===== src/rtl/cam_trigger_ctrl_if.sv =====
// Camera trigger controller signal bundle: button/mode inputs and trigger/status outputs.
// The master side drives the requests; the slave side is the controller.
interface cam_trigger_ctrl_if #(
  parameter int unsigned NCH   = 2,
  parameter int unsigned CNT_W = 16
);
  logic [NCH-1:0]   btn;
  logic [NCH-1:0]   en_mask;
  logic [1:0]       mode;
  logic [NCH-1:0]   btn_db;
  logic             trig_out;
  logic             busy;
  logic             overrun;
  logic [CNT_W-1:0] trig_count;

  modport master (
    output btn, en_mask, mode,
    input  btn_db, trig_out, busy, overrun, trig_count
  );

  modport slave (
    input  btn, en_mask, mode,
    output btn_db, trig_out, busy, overrun, trig_count
  );
endinterface


===== src/rtl/cam_trigger_ctrl.sv =====
// Multi-channel camera trigger controller: prescaled debounce, edge detect,
// manual / free-run / gated free-run request generation and a pulse/holdoff FSM.
module cam_trigger_ctrl #(
  parameter int unsigned NCH        = 2,
  parameter int unsigned DB_DIV     = 1200000,
  parameter int unsigned DB_SAMPLES = 3,
  parameter int unsigned PULSE_W    = 240,
  parameter int unsigned HOLDOFF    = 24000,
  parameter int unsigned PERIOD     = 800000,
  parameter int unsigned CNT_W      = 16
) (
  input logic               clk,
  input logic               reset,
  cam_trigger_ctrl_if.slave bus
);

  localparam int unsigned DIV_W   = (DB_DIV > 2) ? $clog2(DB_DIV) : 1;
  localparam int unsigned PC_W    = (PERIOD > 2) ? $clog2(PERIOD) : 1;
  localparam int unsigned TMR_MAX = (PULSE_W > HOLDOFF) ? PULSE_W : HOLDOFF;
  localparam int unsigned TMR_W   = $clog2(TMR_MAX + 1);

  typedef enum logic [1:0] {
    S_IDLE,
    S_PULSE,
    S_HOLD
  } state_e;

  logic [DIV_W-1:0]      div_q, div_d;
  logic                  tick, tick_q;
  logic [NCH-1:0]        sync1_q, sync2_q;
  logic [DB_SAMPLES-1:0] sh_q [NCH];
  logic [NCH-1:0]        db_q, db_d, db_prev_q;
  logic [NCH-1:0]        rise;
  logic                  run, req, req_q;
  logic [PC_W-1:0]       pc_q, pc_d;

  state_e                state_q, state_d;
  logic [TMR_W-1:0]      tmr_q, tmr_d;
  logic                  trig_q, trig_d;
  logic [CNT_W-1:0]      cnt_q, cnt_d;
  logic                  ovr_q, ovr_d;

  always_comb begin
    tick  = (div_q == DIV_W'(DB_DIV - 1));
    div_d = tick ? '0 : div_q + 1'b1;
  end

  // A level only changes once the sample window agrees unanimously.
  always_comb begin
    db_d = db_q;
    if (tick_q) begin
      for (int unsigned i = 0; i < NCH; i++) begin
        if (&sh_q[i]) begin
          db_d[i] = 1'b1;
        end else if (~|sh_q[i]) begin
          db_d[i] = 1'b0;
        end
      end
    end
  end

  assign rise = db_q & ~db_prev_q;

  // pc restarts at 0 whenever run drops, so the first request lands on run's rising cycle.
  always_comb begin
    run  = 1'b0;
    req  = 1'b0;
    pc_d = '0;
    case (bus.mode)
      2'b01:   req = |(rise & bus.en_mask);
      2'b10:   run = 1'b1;
      2'b11:   run = |(db_q & bus.en_mask);
      default: ;
    endcase
    if (run) begin
      req  = (pc_q == '0);
      pc_d = (pc_q == PC_W'(PERIOD - 1)) ? '0 : pc_q + 1'b1;
    end
  end

  always_comb begin
    state_d = state_q;
    tmr_d   = tmr_q;
    trig_d  = trig_q;
    cnt_d   = cnt_q;
    ovr_d   = ovr_q;
    case (state_q)
      S_IDLE: begin
        if (req_q) begin
          state_d = S_PULSE;
          tmr_d   = TMR_W'(PULSE_W - 1);
          trig_d  = 1'b1;
          cnt_d   = cnt_q + 1'b1;
        end
      end
      S_PULSE: begin
        if (tmr_q == '0) begin
          trig_d = 1'b0;
          if (HOLDOFF == 0) begin
            state_d = S_IDLE;
          end else begin
            state_d = S_HOLD;
            tmr_d   = TMR_W'(HOLDOFF - 1);
          end
        end else begin
          tmr_d = tmr_q - 1'b1;
        end
      end
      S_HOLD: begin
        if (tmr_q == '0) begin
          state_d = S_IDLE;
        end else begin
          tmr_d = tmr_q - 1'b1;
        end
      end
      default: state_d = S_IDLE;
    endcase
    if (bus.mode == 2'b00) begin
      ovr_d = 1'b0;
    end else if (req_q && (state_q != S_IDLE)) begin
      ovr_d = 1'b1;
    end
  end

  always_ff @(posedge clk or negedge reset) begin
    if (!reset) begin
      div_q     <= '0;
      tick_q    <= 1'b0;
      sync1_q   <= '0;
      sync2_q   <= '0;
      for (int unsigned i = 0; i < NCH; i++) begin
        sh_q[i] <= '0;
      end
      db_q      <= '0;
      db_prev_q <= '0;
      pc_q      <= '0;
      req_q     <= 1'b0;
      state_q   <= S_IDLE;
      tmr_q     <= '0;
      trig_q    <= 1'b0;
      cnt_q     <= '0;
      ovr_q     <= 1'b0;
    end else begin
      div_q     <= div_d;
      tick_q    <= tick;
      sync1_q   <= bus.btn;
      sync2_q   <= sync1_q;
      if (tick) begin
        for (int unsigned i = 0; i < NCH; i++) begin
          sh_q[i] <= {sh_q[i][DB_SAMPLES-2:0], sync2_q[i]};
        end
      end
      db_q      <= db_d;
      db_prev_q <= db_q;
      pc_q      <= pc_d;
      req_q     <= req;
      state_q   <= state_d;
      tmr_q     <= tmr_d;
      trig_q    <= trig_d;
      cnt_q     <= cnt_d;
      ovr_q     <= ovr_d;
    end
  end

  assign bus.btn_db     = db_q;
  assign bus.trig_out   = trig_q;
  assign bus.busy       = (state_q != S_IDLE);
  assign bus.overrun    = ovr_q;
  assign bus.trig_count = cnt_q;

endmodule

===== src/flat_wrapper.sv =====
// flat-port wrapper written by rule: the top's interface ports become plain ports
module cam_trigger_ctrl_flat 
#(
  parameter int unsigned NCH        = 2,
  parameter int unsigned DB_DIV     = 1200000,
  parameter int unsigned DB_SAMPLES = 3,
  parameter int unsigned PULSE_W    = 240,
  parameter int unsigned HOLDOFF    = 24000,
  parameter int unsigned PERIOD     = 800000,
  parameter int unsigned CNT_W      = 16
)
  (clk, reset, bus_btn, bus_en_mask, bus_mode, bus_btn_db, bus_trig_out, bus_busy, bus_overrun, bus_trig_count);
  cam_trigger_ctrl_if #(.NCH(NCH), .CNT_W(CNT_W)) bus_i ();
  input logic clk;
  input logic reset;
  input wire logic [$bits(bus_i.btn)-1:0] bus_btn;
  input wire logic [$bits(bus_i.en_mask)-1:0] bus_en_mask;
  input wire logic [$bits(bus_i.mode)-1:0] bus_mode;
  output wire logic [$bits(bus_i.btn_db)-1:0] bus_btn_db;
  output wire logic [$bits(bus_i.trig_out)-1:0] bus_trig_out;
  output wire logic [$bits(bus_i.busy)-1:0] bus_busy;
  output wire logic [$bits(bus_i.overrun)-1:0] bus_overrun;
  output wire logic [$bits(bus_i.trig_count)-1:0] bus_trig_count;
  assign bus_i.btn = bus_btn;
  assign bus_i.en_mask = bus_en_mask;
  assign bus_i.mode = bus_mode;
  assign bus_btn_db = bus_i.btn_db;
  assign bus_trig_out = bus_i.trig_out;
  assign bus_busy = bus_i.busy;
  assign bus_overrun = bus_i.overrun;
  assign bus_trig_count = bus_i.trig_count;
  cam_trigger_ctrl #(.NCH(NCH), .DB_DIV(DB_DIV), .DB_SAMPLES(DB_SAMPLES), .PULSE_W(PULSE_W), .HOLDOFF(HOLDOFF), .PERIOD(PERIOD), .CNT_W(CNT_W)) u_core (.clk(clk), .reset(reset), .bus(bus_i));
endmodule

===== config.mk =====
export PLATFORM = sky130hd
export DESIGN_NAME = cam_trigger_ctrl_flat
export DESIGN_NICKNAME = d
export VERILOG_FILES = /design/src/rtl/cam_trigger_ctrl_if.sv /design/src/rtl/cam_trigger_ctrl.sv /design/src/flat_wrapper.sv
export SDC_FILE = /design/constraint.sdc
export NUM_CORES = 1
export LEC_CHECK = 0
export BUFFER_PORTS_ARGS = -buffer_cell sky130_fd_sc_hd__buf_2
export CORE_MARGIN = 2
export CORE_UTILIZATION = 46
export DETAILED_ROUTE_END_ITERATION = 12
export HOLD_SLACK_MARGIN = 0.02
export SYNTH_ARGS = -nofsm -noshare
export SYNTH_HDL_FRONTEND = slang
export SYNTH_SLANG_ARGS = --single-unit

===== constraint.sdc =====
create_clock -name clk -period 2.6 [get_ports clk]
set_input_delay 0.52 -clock clk [delete_from_list [all_inputs] [get_ports clk]]
set_output_delay 0.52 -clock clk [all_outputs]
set_load 0.01 [all_outputs]

## Word-level counts from Yosys, hierarchy flattened

Cells that the tools add are included.

- Bits in registers: 92
- Word-level logic and storage cells: 81

- Reduce and logical (&&, ||, !) cells: 21
- Add/sub/neg operators: 4
- Equality and inequality tests: 13
- Muxes and demuxes: 23
- Bitwise gates (word level): 4

Operators with widths:

| cell | number |
|---|---|
| 15-bit two-way mux | 3 |
| 15-bit one-hot mux with 3 select lines | 1 |
| 20-bit two-way mux | 2 |
| 21-bit by 1-bit adder with 21-bit output, second input constant | 1 |
| 21-bit equality test, second input constant | 1 |
| 21-bit two-way mux | 1 |
| 20-bit by 1-bit adder with 20-bit output, second input constant | 1 |
| 20-bit equality test, second input constant | 1 |
| 20-bit zero test | 1 |
| 16-bit by 1-bit adder with 16-bit output, second input constant | 1 |
| 15-bit zero test | 1 |
| 3-bit AND reduction | 5 |
| 15-bit by 1-bit subtractor with 15-bit output, second input constant | 1 |
| 1-bit two-way mux | 10 |
| 2-bit by 1-bit != test with 1-bit output, second input constant | 5 |
| 2-bit AND | 3 |
| 2-bit equality test, second input constant | 3 |
| 2-bit two-way mux | 3 |
| 2-bit one-hot mux with 3 select lines | 1 |
| 2-bit AND reduction | 3 |
| 2-bit nonzero test | 3 |
| 3-bit OR reduction | 2 |
| 2-bit by 1-bit equality test with 1-bit output, second input constant | 2 |
| 2-bit zero test | 2 |
| other kinds (6) | 8 |

## Longest topological paths before layout

- Depth in word-level cells: 6
- Mapped depth: 8

## Least setup slack after synthesis

OpenSTA, ideal clock, no wires.

- Kind: register to register
- From: register u_core.tmr_q[0]
- To: register u_core.tmr_q[3]
- Buffers on the path: 1
- Library setup time: 0.121 ns
- Required time: 2.479 ns
- Path slack: 0.566 ns
- Period minus slack after synthesis: 2.034 ns
- Arrival time: 1.913 ns
- Cell stages (with the launch flop): 8
- Path through: dfrtp_1 -> inv_1 -> ha_1 -> nor4b_2 -> nand4_4 -> o21a_4 -> buf_6 -> a22o_1

- Longest elaborated chain between the ends: 3

Ends and longest elaborated chain:

| element | RTL line | text |
|---|---|---|
| from (decl) | cam_trigger_ctrl.sv:38 | `logic [TMR_W-1:0] tmr_q, tmr_d;` |
| from (signal assigned) | cam_trigger_ctrl.sv:158 | `tmr_q <= tmr_d;` |
| 15-bit by 1-bit subtractor with 15-bit output / 15-bit zero test (equally long branches) | n/a |  |
| 15-bit two-way mux, or another cell as far along | cam_trigger_ctrl.sv:110 | `if (tmr_q == '0) begin` |
| 15-bit one-hot mux with 3 select lines / 3-bit AND reduction (equally long branches) | n/a |  |

Several ways; a longest one is shown, not always the timed one. The select of a mux whose other input is x is not followed.
A chain may end at the register's enable or synchronous reset.

## Worst setup path in the final report

- From: register u_core.div_q[0]
- To: register u_core.div_q[20]

- Longest elaborated chain between the ends: 2

Ends and longest elaborated chain:

| element | RTL line | text |
|---|---|---|
| from (decl) | cam_trigger_ctrl.sv:28 | `logic [DIV_W-1:0] div_q, div_d;` |
| from (signal assigned) | cam_trigger_ctrl.sv:144 | `div_q <= div_d;` |
| 21-bit by 1-bit adder with 21-bit output / 21-bit equality test (equally long branches) | cam_trigger_ctrl.sv:45, cam_trigger_ctrl.sv:44 |  |
| 21-bit two-way mux (*) | cam_trigger_ctrl.sv:45 | `div_d = tick ? '0 : div_q + 1'b1;` |
| net u_core.div_d[20] | cam_trigger_ctrl.sv:28 |  |

Mark *: on every way through the listed nets, which the timed path passes. The rest lies on a longest branch.

==> metrics.cfg <==
[synth]
synth-simple-area-share_pct=23.2
syn-num-nets=465
synth-edff-count=0
synth_top_family_by_area=simple AND/OR/NAND/NOR gates
synth_top_area_share_pct=51.5
netlist_area_mm2=0.00447
yosysSeqAreaShare_pct=51.5
yosysTopAreaCell=dfrtp_1
ys_ff_latch=92
synth.distinct_cells=54
syn-instance-count=448
ys_warn_count=0
synth_compound_area_share_pct=8.67
async_flop_share_pct=100
synth_xor_area_share_pct=9.79
synth_ff_type=dfrtp_1
synth_fa_ha_area_share_pct=2.52
synth_area_leaders=dfrtp_1, xnor2_1, nor2_1, nand2_1, xor2_1
synth_mux_area_share_pct=1.76
avgSynthCellArea_um2=9.99

[final_layout]
area_growth_pct=11.4
antenna-diode-count=0
multiInputGateArea_mm2=0.00205
fillers=855
finalNonFillerCells=616
final_common_cell=dfrtp_1
final-seq-area_mm2=0.00230
final_area_mm2=0.00498
drive_above_1_share_pct=14.6
most-common-layout-cells=dfrtp_1, nor2_1, nand2_1
final_nets=499

[placed_design]
dp_hpwl_mm=5.94
numPlacedInstances=600
port_buffers=28
dp_slack_ns=0.538
placed_cell_area_mm2=0.00477
place_congestion=0.872

[drt]
vias=3279
drtAntennaViolNets=0
wl_per_cell_um=13.8
routed_wl_mm=8.50
vias_per_cell=5.32
post-route-drc-count=0
dr.pass1.iters=4
drt_iter0_drc=166

[pwr]
p_total_uw=3390
p_switching_uw=1080
leakage_uw=0.00219
powerDensity_mw_per_mm2=681
swShare_pct=31.8
p_int_uw=2310
pwr-share-clk_pct=29.3
pwr-share-comb_pct=21.3
peakVddDrop_v=0.000362
seqPwrFrac_pct=49.4

[timing]
max_slew_margin_pct=60.4
timing.fmax_ghz=0.482
hold_viol_final=0
fin_tns_setup_ns=0
worstMarginPinSlew_ns=0.590
post-route-min-period_ns=2.07
fin_crit_sh_pct=79.8
finClkSkew_ns=0.0109
setup_slack_ns=0.525
rsz0062_at_grt=false
final_max_slew_viol_count=0
setup_viol=0

[floorplanning]
core_area_mm2=0.00933
dieArea_mm2=0.0105
num_rows=35
start_util_pct=48.0
die_w_um=103
pin_count=29
die_h_um=103

[setup_path]
path_class=flip-flop to flip-flop
cp-start-kind=flip-flop
crit_path_max_incr_delay_ns=0.49
cp_max_fo=5
path_buf_inv=0
crit_path_cell_trace=ha_1, nand4_2, nor3_2, nand2b_1, or4_1, a21oi_1
r2r_end=u_core.div_q[20]
reg2reg_slack_ns=0.53
cpMaxStageDelayCell=or4_1
regToRegStartpoint=u_core.div_q[0]
critPathTopFamily=simple AND/OR/NAND/NOR gates
arrival_ns=2.35
end_kind=flip-flop
crit_required_ns=2.88
r2r_cells=6

[clock_tree]
cts_buffers=9
cts.clk_slew.worst_paths_ns=0.09
clock_latency_ns=0.36
post_cts_buffers=0
cts_tree=yes
cts_num_sinks=92
clockRootBuffer=clkbuf_8
ctsHoldBuffers=0
htreeDepth=3
cts_buffer_depth=2
cts_resized=0

[grt]
grt_start_max_net_pins=49
antenna_found_initial=0
grt_usage_pct=18.0
first_global_vias=3121
grt_pass1_wl_mm=14.9
overflow=0

[hold_path]
hp-class=primary input to asynchronous set/reset pin

[outcome]
status=finished, final reports clean

[run]
drv_cap=0

## worst max path at each step
stage / start / end / cells past startpoint
3_3_place_gp: u_core.tmr_q[0] / u_core.tmr_q[9] / 8
2_1_floorplan: u_core.tmr_q[0] / u_core.tmr_q[3] / 7
3_5_place_dp: u_core.tmr_q[0] / u_core.tmr_q[9] / 8
4_1_cts: u_core.div_q[0] / u_core.div_q[20] / 6
6_report: u_core.div_q[0] / u_core.div_q[20] / 6
5_1_grt: u_core.div_q[0] / u_core.div_q[20] / 6
## through the flow
| stage | hold WS [ns] | utilization, % |
|---|---|---|
| after floorplan | 0.224 | - |
| after global placement | 0.333 | 51.2 |
| after detailed placement | 0.345 | 51.2 |
| after CTS | 0.173 | 53.4 |
| after global routing | 0.192 | 53.4 |
| final | 0.155 | 53.4 |
## routing by layer
layer | wire (µm) | part of all wire [%] | global-route usage, %
met1 | 4240 | 50 | 25.4
met2 | 3880 | 46 | 27.6
met3 | 270 | 3.2 | 4.14
met4 | 107 | 1.3 | 5.85
met5 | 0 | 0 | 0
## area by class of cell
cell class | count | area share (%)
flip-flops and latches | 92 | 46.2
multi-input cells | 328 | 41.2
clock buffers | 10 | 2.76
inverters | 19 | 1.43
well taps | 129 | 3.24
repair buffers | 32 | 3.72
clock inverters | 6 | 1.43
## state kept, by name, indices dropped and copies added, names as in the netlist
name,cells
u_core.state_q,2
u_core.bus.trig_out,1
u_core.bus.overrun,1
u_core.tmr_q,15
u_core.div_q,21
u_core.sync1_q,2
u_core.req_q,1
u_core.sh_q,6
u_core.tick_q,1
u_core.bus.trig_count,16
u_core.db_prev_q,2
u_core.pc_q,20
u_core.sync2_q,2
u_core.bus.btn_db,2
## power groups by stage
stage	logic [µW]	clock network (µW)	registers, µW
4_1_cts	730	1030	1680
3_3_place_gp	711	0	1700
6_report	722	993	1680
2_1_floorplan	497	0	1690
3_5_place_dp	726	0	1700
5_1_grt	834	1090	1700
## synth_stat cells (7+ instances only)
library cell,instances
nor4_1,9
nand2_1,41
a21oi_1,15
nand3_1,21
nor3_1,12
nand4_1,11
ha_1,9
mux2_2,7
nor2_1,63
o21ai_0,20
xnor2_1,35
xor2_1,15
dfrtp_1,92
and3_1,8
inv_1,19
## cell families after synthesis
group	count (synthesis)
AO/OA/AOI/OAI	62
XOR/XNOR	50
adder cells (fa/ha/maj)	9
buffers and inverters	28
flip-flops	92
multiplexers	7
AND/OR/NAND/NOR	200
Note: power is estimated with default switching activity, not from simulation.
